File: src/rtl/uart_pkg.sv
// Shared definitions for the parametrised UART receiver: parity modes,
// rx FSM encoding, baud timing derivation and configuration legality.
package uart_pkg;

  localparam int unsigned PARITY_NONE = 0;
  localparam int unsigned PARITY_EVEN = 1;
  localparam int unsigned PARITY_ODD  = 2;

  typedef enum logic [2:0] {
    ST_IDLE     = 3'd0,
    ST_START    = 3'd1,
    ST_DATA     = 3'd2,
    ST_PARITY   = 3'd3,
    ST_STOP     = 3'd4,
    ST_BRK_WAIT = 3'd5
  } rx_state_e;

  // Clock cycles per bit, truncated.
  function automatic int unsigned calc_baud_div(input int unsigned clk_hz,
                                                input int unsigned baud);
    return clk_hz / baud;
  endfunction

  // Mid-bit point used as the centre of the 3-point vote.
  function automatic int unsigned calc_half(input int unsigned baud_div);
    return baud_div / 2;
  endfunction

  // Legal configuration ranges for the receiver.
  function automatic bit cfg_ok(input int unsigned data_bits,
                                input int unsigned parity_mode,
                                input int unsigned stop_bits,
                                input int unsigned baud_div,
                                input int unsigned sync_stages);
    return (data_bits >= 5) && (data_bits <= 9) &&
           (parity_mode <= 2) &&
           ((stop_bits == 1) || (stop_bits == 2)) &&
           (baud_div >= 8) &&
           (sync_stages >= 2);
  endfunction

endpackage

File: src/rtl/uart_rx_sync.sv
// rx synchroniser chain, falling-edge detector and start arming flag.
module uart_rx_sync
  import uart_pkg::*;
#(
  parameter int unsigned SYNC_STAGES = 2
) (
  input  logic clk,
  input  logic rst,
  input  logic rx,
  input  logic clr_arm,
  output logic rxs,
  output logic fall,
  output logic armed
);

  // Counts edges until the chain holds real line samples instead of reset ones.
  localparam int unsigned FILL_W = $clog2(SYNC_STAGES + 2);

  logic [SYNC_STAGES-1:0] sync_q, sync_d;
  logic                   edge_q, edge_d;
  logic [FILL_W-1:0]      fill_q, fill_d;
  logic                   armed_q, armed_d;
  logic                   filled;

  assign filled = (fill_q == FILL_W'(SYNC_STAGES));
  assign rxs    = sync_q[SYNC_STAGES-1];
  assign fall   = edge_q & ~sync_q[SYNC_STAGES-1];
  assign armed  = armed_q;

  // Next values: shift the line in, remember last rxs, arm once a real high is seen.
  always_comb begin
    sync_d  = {sync_q[SYNC_STAGES-2:0], rx};
    edge_d  = sync_q[SYNC_STAGES-1];
    fill_d  = filled ? fill_q : fill_q + FILL_W'(1);
    armed_d = armed_q;
    if (clr_arm) begin
      armed_d = 1'b0;
    end else if (filled && sync_q[SYNC_STAGES-1]) begin
      armed_d = 1'b1;
    end
  end

  // Synchroniser registers; the chain resets to the idle-high line level.
  always_ff @(posedge clk) begin
    if (rst) begin
      sync_q  <= '1;
      edge_q  <= 1'b1;
      fill_q  <= '0;
      armed_q <= 1'b0;
    end else begin
      sync_q  <= sync_d;
      edge_q  <= edge_d;
      fill_q  <= fill_d;
      armed_q <= armed_d;
    end
  end

endmodule

File: src/rtl/uart_rx_param.sv
// Parametrised UART receiver with 3-point majority sampling, parity/framing
// error and break detection, and a valid/ready holding register.
module uart_rx_param
  import uart_pkg::*;
#(
  parameter int unsigned CLK_FREQ_HZ = 50_000_000,
  parameter int unsigned BAUD        = 115200,
  parameter int unsigned DATA_BITS   = 8,
  parameter int unsigned PARITY_MODE = 0,
  parameter int unsigned STOP_BITS   = 1,
  parameter int unsigned SYNC_STAGES = 2
) (
  input  logic                 clk,
  input  logic                 rst,
  input  logic                 rx,
  output logic [DATA_BITS-1:0] dout,
  output logic                 dout_valid,
  input  logic                 dout_ready,
  output logic                 parity_err,
  output logic                 frame_err,
  output logic                 overrun,
  output logic                 break_det,
  output logic                 rx_busy
);

  localparam int unsigned BAUD_DIV = calc_baud_div(CLK_FREQ_HZ, BAUD);
  localparam int unsigned HALF     = calc_half(BAUD_DIV);
  localparam int unsigned CNT_W    = $clog2(BAUD_DIV);
  localparam int unsigned IDX_W    = $clog2(DATA_BITS);

  if (!cfg_ok(DATA_BITS, PARITY_MODE, STOP_BITS, BAUD_DIV, SYNC_STAGES)) begin : g_cfg_err
    $error("uart_rx_param: illegal configuration");
  end

  rx_state_e            state_q, state_d;
  logic [CNT_W-1:0]     cnt_q, cnt_d;
  logic [IDX_W-1:0]     idx_q, idx_d;
  logic                 s0_q, s0_d;
  logic                 s1_q, s1_d;
  logic [DATA_BITS-1:0] data_q, data_d;
  logic                 par_vote_q, par_vote_d;
  logic                 stop0_q, stop0_d;
  logic                 p_err_q, p_err_d;
  logic                 f_err_q, f_err_d;
  logic                 done_q, done_d;
  logic [DATA_BITS-1:0] dout_q, dout_d;
  logic                 dout_valid_q, dout_valid_d;
  logic                 parity_err_q, parity_err_d;
  logic                 frame_err_q, frame_err_d;
  logic                 overrun_q, overrun_d;
  logic                 break_det_q, break_det_d;
  logic                 rx_busy_q, rx_busy_d;

  logic rxs, fall, armed, clr_arm;
  logic at_s0, at_s1, at_vote, at_end;
  logic vote, exp_par, last_data, last_stop;
  logic brk_stop0, is_break, frame_done, load;

  uart_rx_sync #(
    .SYNC_STAGES(SYNC_STAGES)
  ) u_sync (
    .clk    (clk),
    .rst    (rst),
    .rx     (rx),
    .clr_arm(clr_arm),
    .rxs    (rxs),
    .fall   (fall),
    .armed  (armed)
  );

  assign at_s0      = (cnt_q == CNT_W'(HALF - 1));
  assign at_s1      = (cnt_q == CNT_W'(HALF));
  assign at_vote    = (cnt_q == CNT_W'(HALF + 1));
  assign at_end     = (cnt_q == CNT_W'(BAUD_DIV - 1));
  assign vote       = (s0_q & s1_q) | (s0_q & rxs) | (s1_q & rxs);
  assign exp_par    = (PARITY_MODE == PARITY_ODD) ? ~(^data_q) : ^data_q;
  assign last_data  = (idx_q == IDX_W'(DATA_BITS - 1));
  assign last_stop  = (idx_q == IDX_W'(STOP_BITS - 1));
  assign brk_stop0  = (idx_q == '0) ? ~vote : stop0_q;
  assign is_break   = (data_q == '0) &&
                      ((PARITY_MODE == PARITY_NONE) || !par_vote_q) && brk_stop0;
  assign frame_done = (state_q == ST_STOP) && at_vote && last_stop;

  assign dout       = dout_q;
  assign dout_valid = dout_valid_q;
  assign parity_err = parity_err_q;
  assign frame_err  = frame_err_q;
  assign overrun    = overrun_q;
  assign break_det  = break_det_q;
  assign rx_busy    = rx_busy_q;

  // FSM state register.
  always_ff @(posedge clk) begin
    if (rst) begin
      state_q <= ST_IDLE;
    end else begin
      state_q <= state_d;
    end
  end

  // FSM next-state logic.
  always_comb begin
    state_d = state_q;
    case (state_q)
      ST_IDLE:     if (fall && armed) state_d = ST_START;
      ST_START: begin
        if (at_vote && vote)  state_d = ST_IDLE;
        else if (at_end)      state_d = ST_DATA;
      end
      ST_DATA: begin
        if (at_end && last_data) begin
          state_d = (PARITY_MODE != PARITY_NONE) ? ST_PARITY : ST_STOP;
        end
      end
      ST_PARITY:   if (at_end) state_d = ST_STOP;
      ST_STOP:     if (frame_done) state_d = is_break ? ST_BRK_WAIT : ST_IDLE;
      ST_BRK_WAIT: if (rxs) state_d = ST_IDLE;
      default:     state_d = ST_IDLE;
    endcase
  end

  // Bit timing, sampling, frame assembly and holding-register outputs.
  always_comb begin
    cnt_d        = cnt_q;
    idx_d        = idx_q;
    s0_d         = s0_q;
    s1_d         = s1_q;
    data_d       = data_q;
    par_vote_d   = par_vote_q;
    stop0_d      = stop0_q;
    p_err_d      = p_err_q;
    f_err_d      = f_err_q;
    done_d       = 1'b0;
    break_det_d  = 1'b0;
    rx_busy_d    = (state_d != ST_IDLE);
    clr_arm      = (state_d == ST_BRK_WAIT) && (state_q != ST_BRK_WAIT);

    if ((state_q == ST_IDLE) || (state_q == ST_BRK_WAIT)) begin
      cnt_d = '0;
    end else begin
      cnt_d = at_end ? '0 : cnt_q + CNT_W'(1);
      if (at_s0) s0_d = rxs;
      if (at_s1) s1_d = rxs;
    end

    case (state_q)
      ST_IDLE: begin
        if (state_d == ST_START) begin
          idx_d      = '0;
          data_d     = '0;
          par_vote_d = 1'b0;
          stop0_d    = 1'b0;
          p_err_d    = 1'b0;
          f_err_d    = 1'b0;
        end
      end
      ST_DATA: begin
        if (at_vote) data_d[idx_q] = vote;
        if (at_end)  idx_d = last_data ? '0 : idx_q + IDX_W'(1);
      end
      ST_PARITY: begin
        if (at_vote) begin
          par_vote_d = vote;
          if (vote != exp_par) p_err_d = 1'b1;
        end
      end
      ST_STOP: begin
        if (at_vote) begin
          if (!vote) f_err_d = 1'b1;
          if (idx_q == '0) stop0_d = ~vote;
          if (last_stop) begin
            done_d      = ~is_break;
            break_det_d = is_break;
          end
        end
        if (at_end) idx_d = idx_q + IDX_W'(1);
      end
      default: ;
    endcase

    load         = done_q && (!dout_valid_q || dout_ready);
    overrun_d    = done_q && !load;
    dout_d       = load ? data_q  : dout_q;
    parity_err_d = load ? p_err_q : parity_err_q;
    frame_err_d  = load ? f_err_q : frame_err_q;
    if (load) begin
      dout_valid_d = 1'b1;
    end else if (dout_valid_q && dout_ready) begin
      dout_valid_d = 1'b0;
    end else begin
      dout_valid_d = dout_valid_q;
    end
  end

  // Datapath and output registers.
  always_ff @(posedge clk) begin
    if (rst) begin
      cnt_q        <= '0;
      idx_q        <= '0;
      s0_q         <= 1'b1;
      s1_q         <= 1'b1;
      data_q       <= '0;
      par_vote_q   <= 1'b0;
      stop0_q      <= 1'b0;
      p_err_q      <= 1'b0;
      f_err_q      <= 1'b0;
      done_q       <= 1'b0;
      dout_q       <= '0;
      dout_valid_q <= 1'b0;
      parity_err_q <= 1'b0;
      frame_err_q  <= 1'b0;
      overrun_q    <= 1'b0;
      break_det_q  <= 1'b0;
      rx_busy_q    <= 1'b0;
    end else begin
      cnt_q        <= cnt_d;
      idx_q        <= idx_d;
      s0_q         <= s0_d;
      s1_q         <= s1_d;
      data_q       <= data_d;
      par_vote_q   <= par_vote_d;
      stop0_q      <= stop0_d;
      p_err_q      <= p_err_d;
      f_err_q      <= f_err_d;
      done_q       <= done_d;
      dout_q       <= dout_d;
      dout_valid_q <= dout_valid_d;
      parity_err_q <= parity_err_d;
      frame_err_q  <= frame_err_d;
      overrun_q    <= overrun_d;
      break_det_q  <= break_det_d;
      rx_busy_q    <= rx_busy_d;
    end
  end

endmodule

File: config.mk
export PLATFORM = sky130hd
export DESIGN_NAME = uart_rx_param
export DESIGN_NICKNAME = d
export VERILOG_FILES = /design/src/rtl/uart_pkg.sv /design/src/rtl/uart_rx_sync.sv /design/src/rtl/uart_rx_param.sv
export SDC_FILE = /design/constraint.sdc
export NUM_CORES = 1
export LEC_CHECK = 0
export ABC_AREA = 1
export BUFFER_PORTS_ARGS = -buffer_cell sky130_fd_sc_hd__buf_2
export CORE_MARGIN = 2
export CORE_UTILIZATION = 60
export DETAILED_ROUTE_END_ITERATION = 16
export PLACE_DENSITY = 0.88
export SYNTH_ARGS = -nofsm -noshare
export SYNTH_HDL_FRONTEND = slang
export SYNTH_SLANG_ARGS = --single-unit
File: constraint.sdc
create_clock -name clk -period 3.3 [get_ports clk]
set_input_delay 0.495 -clock clk [delete_from_list [all_inputs] [get_ports clk]]
set_output_delay 0.495 -clock clk [all_outputs]
set_load 0.02 [all_outputs]
# Word level (Yosys, flattened, before mapping)
# Index checks and enable logic that the tools add are counted.
# totals
reg_bits,49
# op_classes
addsub,3
magnitude_cmp,2
eq_ne,23
n_mux,32
bitwise_logic,13
reduce_logical,36
# ops
cell,count
$mux W3,12
$eq A9 B8 Y1 const B,3
$pmux W3 S6,1
$mux W8,2
$pmux W8 S2,1
$ne A2 B2 Y1 const B,7
$eq A3 B3 Y1 const B,4
$logic_and A1 B1 Y1,12
$reduce_and A4 Y1,3
$mux W1,10
$add A9 B1 Y9 const B,1
$eq A9 B9 Y1 const B,1
$pmux W3 S3,1
$bwmux W8,1
$logic_not A8 Y1,1
$reduce_bool A2 Y1,4
$reduce_xor A8 Y1,1
$not A1 Y1,7
$eq A3 B1 Y1 const B,2
$eq A3 B2 Y1 const B,2
$logic_not A3 Y1,2
$pmux W1 S2,3
$reduce_and A3 Y1,2
$reduce_bool A3 Y1,2
other kinds (17),24

# Longest topological paths before layout
# depth
word_depth,12
ltp_mapped,12

# By module
# A second synthesis with hierarchy kept.
# unflattened
cells_unflattened,351
area_unflattened_um2,2531.2
# by_module_without_submodules
mod,instances,cells_per_inst,area_per_inst_um2
uart_rx_param,1,322,2308.5
uart_rx_sync,1,29,222.7

# Least setup slack after synthesis
# Ideal clock, no wire load.
# synth_timing
path_type,register to register
startpoint,reg cnt_q[0]
endpoint,reg data_q[6]
setup_ns,0.128
arrival_time_ns,1.308
required_time_ns,3.172
path_slack_ns,1.863
path_stages_with_launch,11
n_path_buf,1
path_cell_list,dfxtp_1 inv_1 ha_1 nand2_1 nor2_8 nand2_4 o21ai_4 buf_6 o21ai_0 nand2_1 a21oi_1
# synth_between
elab_chain_len,8
elab_cells_between_ends,16
classes_between,eq/ne (5); mux (6); reduce/logical (5)
# synth_rtl
item,line,rtl
from (decl),uart_rx_param.sv:36,"logic [CNT_W-1:0] cnt_q, cnt_d;"
from (signal assigned),uart_rx_param.sv:216,cnt_q <= cnt_d;
$eq A9 B8 Y1,uart_rx_param.sv:73,assign at_vote = (cnt_q == CNT_W'(HALF + 1));
$logic_and A1 B1 Y1 (2 in series),uart_rx_param.sv:82,assign frame_done = (state_q == ST_STOP) && at_vote && last_stop;
$mux W3,uart_rx_param.sv:116,ST_STOP: if (frame_done) state_d = is_break ? ST_BRK_WAIT : ST_IDLE;
$pmux W3 S6,uart_rx_param.sv:104,case (state_q)
$eq A3 B1 Y1,uart_rx_param.sv:148,if (state_d == ST_START) begin
$ne A2 B1 Y1 (no line),-,
$reduce_and A3 Y1 (no line) (*),-,
to (signal assigned),uart_rx_param.sv:220,data_q <= data_d;
to (decl),uart_rx_param.sv:40,"logic [DATA_BITS-1:0] data_q, data_d;"
# Every way passes the cells marked *; elsewhere a longest branch is shown, timed or not.
# A chain may end at the register's enable or synchronous reset.

# Final worst setup path
# layout_timing
startpoint,reg idx_q[0]
endpoint,"reg rx_busy_q, in the netlist rx_busy"
# layout_between
elab_chain_len,7
elab_cells_between_ends,11
classes_between,eq/ne (1); mux (5); reduce/logical (5)
# layout_rtl
item,line,rtl
from (decl),uart_rx_param.sv:37,"logic [IDX_W-1:0] idx_q, idx_d;"
from (signal assigned),uart_rx_param.sv:217,idx_q <= idx_d;
$logic_not A3 Y1,"uart_rx_param.sv:78, uart_rx_param.sv:79",
$mux W1,-,
$logic_and A1 B1 Y1,uart_rx_param.sv:81,((PARITY_MODE == PARITY_NONE) || !par_vote_q) && brk_stop0;
$mux W3 (2 in series),uart_rx_param.sv:116,
$pmux W3 S6 (*),uart_rx_param.sv:104,
$reduce_bool A3 Y1 (*),uart_rx_param.sv:135,rx_busy_d = (state_d != ST_IDLE);
to (signal assigned),uart_rx_param.sv:232,rx_busy_q <= rx_busy_d;
to (decl),uart_rx_param.sv:52,"logic rx_busy_q, rx_busy_d;"
# Marked as above.

==> flow_metrics.tcl <==
set metrics [dict create \
    ys_types 29 \
    min_delay_path_depth 2 \
    net_count_synth 366 \
    hold_end "u_sync.sync_q[0]" \
    tritoncts "yes" \
    wl_um 4700 \
    maximum_buffer_depth_of_the_clock_tree 2 \
    synth.yosys.warnings 0 \
    grt_usage_pct 21.8 \
    total_power_mw 1.15 \
    crit_path_frequent_cell "sky130_fd_sc_hd__nand2_1" \
    final_max_slew_violation_count 0 \
    post_route_cells_drive_above_1_share_pct 13.6 \
    critPathRequiredTime_ns 3.54 \
    port-buffer-count 17 \
    post_drt_wl_per_cell_um 11.3 \
    num_rows 23 \
    slowest_delay_ns 0.43 \
    drt_iter0_drc 148 \
    path_delay_family "simple AND/OR/NAND/NOR gates" \
    reg2regPathDepth 11 \
    total_power_per_unit_cell_area_nw_per_um2 426 \
    syn_area_um2 2490 \
    finalClockSkew_ns 0.0106 \
    coreArea_um2 4000 \
    die_h_um 68.4 \
    die_w_um 68.4 \
    gp_congestion 0.825 \
    setup-violations-final 0 \
    crit_path_top_delay_cell "sky130_fd_sc_hd__dfxtp_1" \
    cts_resized 0 \
    totalNegativeSetupSlack_ns 0 \
    max_cap_viol_count 0 \
    regToRegSetupSlack_ns 1.55 \
    drt-pass1-iter-count 4 \
    grt_pass1_vias 1891 \
    dpl.cell_count 409 \
    n_antenna_cell 0 \
    htree_levels 2 \
    min-delay-path-class "in2reg" \
    outcome "finished clean" \
    post-dp-hpwl_um 3400 \
    holdCritStartpoint "rx" \
    routed-via-count 2190 \
    grt_antenna_before_repair 0 \
    post_layout_nonfiller_instances 417 \
    drt-vias-per-instance 5.25 \
    critPathMaxFanout 7 \
    io_pins 18 \
    post-route-min-period_ns 1.75 \
    worstReg2RegStart "idx_q[0]" \
    slew-limit-headroom_pct 31.8 \
    synth.top_cell.area_share_pct 39.4 \
    setup.worst_path.start_class "flip-flop" \
    filler_cell_count 324 \
    initial_core_util_pct 62.2 \
    drc 0 \
    dieArea_um2 4680 \
    postSynth.asyncResetShare_pct 0 \
    cts.clk_slew.worst_paths_ns 0.09 \
    p_leak_nw 1.21 \
    numCtsBuffers 5 \
    post_synth_most_frequent_cells "75 x sky130_fd_sc_hd__nand2_1, 49 x sky130_fd_sc_hd__dfxtp_1, 44 x sky130_fd_sc_hd__inv_1" \
    gr-total-overflow 0 \
    route.antenna.remaining_nets 0 \
    cp_num_buf_inv 2 \
    finalCritPeriodShare_pct 53.1 \
    final-hold-violation-count 0 \
    postCtsSetupRepairBufs 0 \
    number_of_synthesized_flops_with_an_enable_pin 0 \
    synth_top_cell_by_area "sky130_fd_sc_hd__dfxtp_1" \
    synthMostInstantiatedCell "sky130_fd_sc_hd__nand2_1" \
    max_clock_freq_ghz 0.571 \
    grt_max_degree 22 \
    final_nets 382 \
    worstSetupEndpointType "flip-flop" \
    tritoncts_num_sinks 49 \
    grt_first_pass_wirelength_um 7830 \
    yosys-top-cells-area "sky130_fd_sc_hd__dfxtp_1 39%, sky130_fd_sc_hd__nand2_1 11%, sky130_fd_sc_hd__a21oi_1 6.8%" \
    vdd_drop_max_v 0.000270 \
    postSynthCellCount 350 \
    clock_insertion_delay_worst_skew_ns 0.30 \
    worstPathArrival_ns 2.00 \
    synth_flop_cell "sky130_fd_sc_hd__dfxtp_1" \
    critPathKind "reg2reg" \
    holdBufCountCts 0 \
    area_growth_pct 8.55 \
    worstPathCellList "inv_1 > ha_1 > nand2_1 > inv_1 > nand2_1 > nand3_1 > nor2_1 > nor2_1 > nand2_1 > nand2_1 > nand3_1" \
    synth_seq_cells 49 \
    cts_root_buf "sky130_fd_sc_hd__clkbuf_8" \
    reg2reg_to "rx_busy" \
    worst_slew_pin_slew_ns 1.02 \
    unrepaired_setup_endpoints_after_global_routing "false" \
    ys_seq_area_share_pct 39.4 \
    synth.avg_cell_area_um2 7.11 \
]
## how the worst max path moves through the flow
stage,startpoint,end,slack (ns),depth (start not counted)
2_1_floorplan,cnt_q[0],data_q[6],1.86,10
3_3_place_gp,rst,cnt_q[6],1.38,5
3_5_place_dp,rst,cnt_q[6],1.34,5
4_1_cts,idx_q[0],rx_busy,1.54,11
5_1_grt,idx_q[0],rx_busy,1.35,11
6_report,idx_q[0],rx_busy,1.55,11
## sequential cells by signal, summed over array words and instances (netlist names), 2 cells and up
name / flops
cnt_q: 9
state_q: 3
u_sync.fill_q: 2
dout: 8
u_sync.sync_q: 2
data_q: 8
idx_q: 3
## per-stage QoR
stage / setup slack (ns) / hold WS (ns) / area [µm²] / utilization [%]
finish: 1.55 / 0.383 / 2700 / 67.5
global route: 1.35 / 0.377 / 2700 / 67.5
CTS: 1.54 / 0.378 / 2700 / 67.5
detailed placement: 1.34 / 0.407 / 2580 / 64.6
global placement: 1.38 / 0.393 / 2580 / 64.6
floorplan: 1.86 / 0.389 / 2490 / -
## metal layers
layer	up-vias	share of wire, %	track usage, %
met3	7	3.2	4.44
li1	1165	-	-
met1	978	47	24.8
met2	40	49	39.5
met5	-	0	0
met4	0	1.3	8.50
## power by group
group          internal [mW]  switching (mW)  total [mW]
clock network          0.247           0.190       0.437
registers              0.611          0.0165       0.627
logic                 0.0299          0.0575      0.0875
## worst register-to-register path: stages, from the launching register on
cell	delay, ns
sky130_fd_sc_hd__dfxtp_1	0.43
sky130_fd_sc_hd__inv_1	0.15
sky130_fd_sc_hd__ha_1	0.23
sky130_fd_sc_hd__nand2_1	0.12
sky130_fd_sc_hd__inv_1	0.07
sky130_fd_sc_hd__nand2_1	0.08
sky130_fd_sc_hd__nand3_1	0.12
sky130_fd_sc_hd__nor2_1	0.21
sky130_fd_sc_hd__nor2_1	0.07
sky130_fd_sc_hd__nand2_1	0.06
sky130_fd_sc_hd__nand2_1	0.06
sky130_fd_sc_hd__nand3_1	0.09
## cell type report
cell class / count / area (µm²) / area share (%)
clock buffer: 7 / 86.3 / 3.20
clock inverter: 1 / 30.0 / 1.11
inverter: 54 / 205 / 7.60
multi-input combinational: 239 / 1250 / 46.3
sequential: 49 / 981 / 36.3
tap: 50 / 62.6 / 2.32
timing repair buffer: 17 / 85.1 / 3.15
## layout by cell type, fill, tap and decap left out
cell type and count:
sky130_fd_sc_hd__nand2_1 75, sky130_fd_sc_hd__dfxtp_1 49, sky130_fd_sc_hd__inv_1 44, sky130_fd_sc_hd__a21oi_1 34, sky130_fd_sc_hd__nand3_1 26, sky130_fd_sc_hd__nor2_1 23, sky130_fd_sc_hd__o21ai_0 21, sky130_fd_sc_hd__nor3_1 18
sky130_fd_sc_hd__buf_2 17, sky130_fd_sc_hd__ha_1 12, sky130_fd_sc_hd__inv_2 9, sky130_fd_sc_hd__clkbuf_8 6, sky130_fd_sc_hd__nand4_1 5, sky130_fd_sc_hd__nand2_2 4, sky130_fd_sc_hd__o21ai_1 4, sky130_fd_sc_hd__nor2_2 3
sky130_fd_sc_hd__nor3b_1 2, sky130_fd_sc_hd__nand2_4 2, sky130_fd_sc_hd__nor2_4 2, sky130_fd_sc_hd__or2_2 2, sky130_fd_sc_hd__inv_4 1, sky130_fd_sc_hd__nor2_8 1, sky130_fd_sc_hd__nand4_2 1, sky130_fd_sc_hd__o21ai_4 1
sky130_fd_sc_hd__o211ai_1 1, sky130_fd_sc_hd__a31oi_1 1, sky130_fd_sc_hd__o21a_1 1, sky130_fd_sc_hd__bufinv_16 1, sky130_fd_sc_hd__clkbuf_1 1
## logic make-up (layout without fill, tap and decap cells)
kind of cell | count (synthesis) | after routing | synth area share [%]
AND/OR/NAND/NOR | 164 | 164 | 30.9
AO/OA/AOI/OAI | 63 | 63 | 13.4
buffers and inverters | 62 | 79 | 10.3
flip-flops | 49 | 49 | 39.4
adder cells (fa/ha/maj) | 12 | 12 | 6.03
Note: power is estimated with default switching activity, not from simulation.
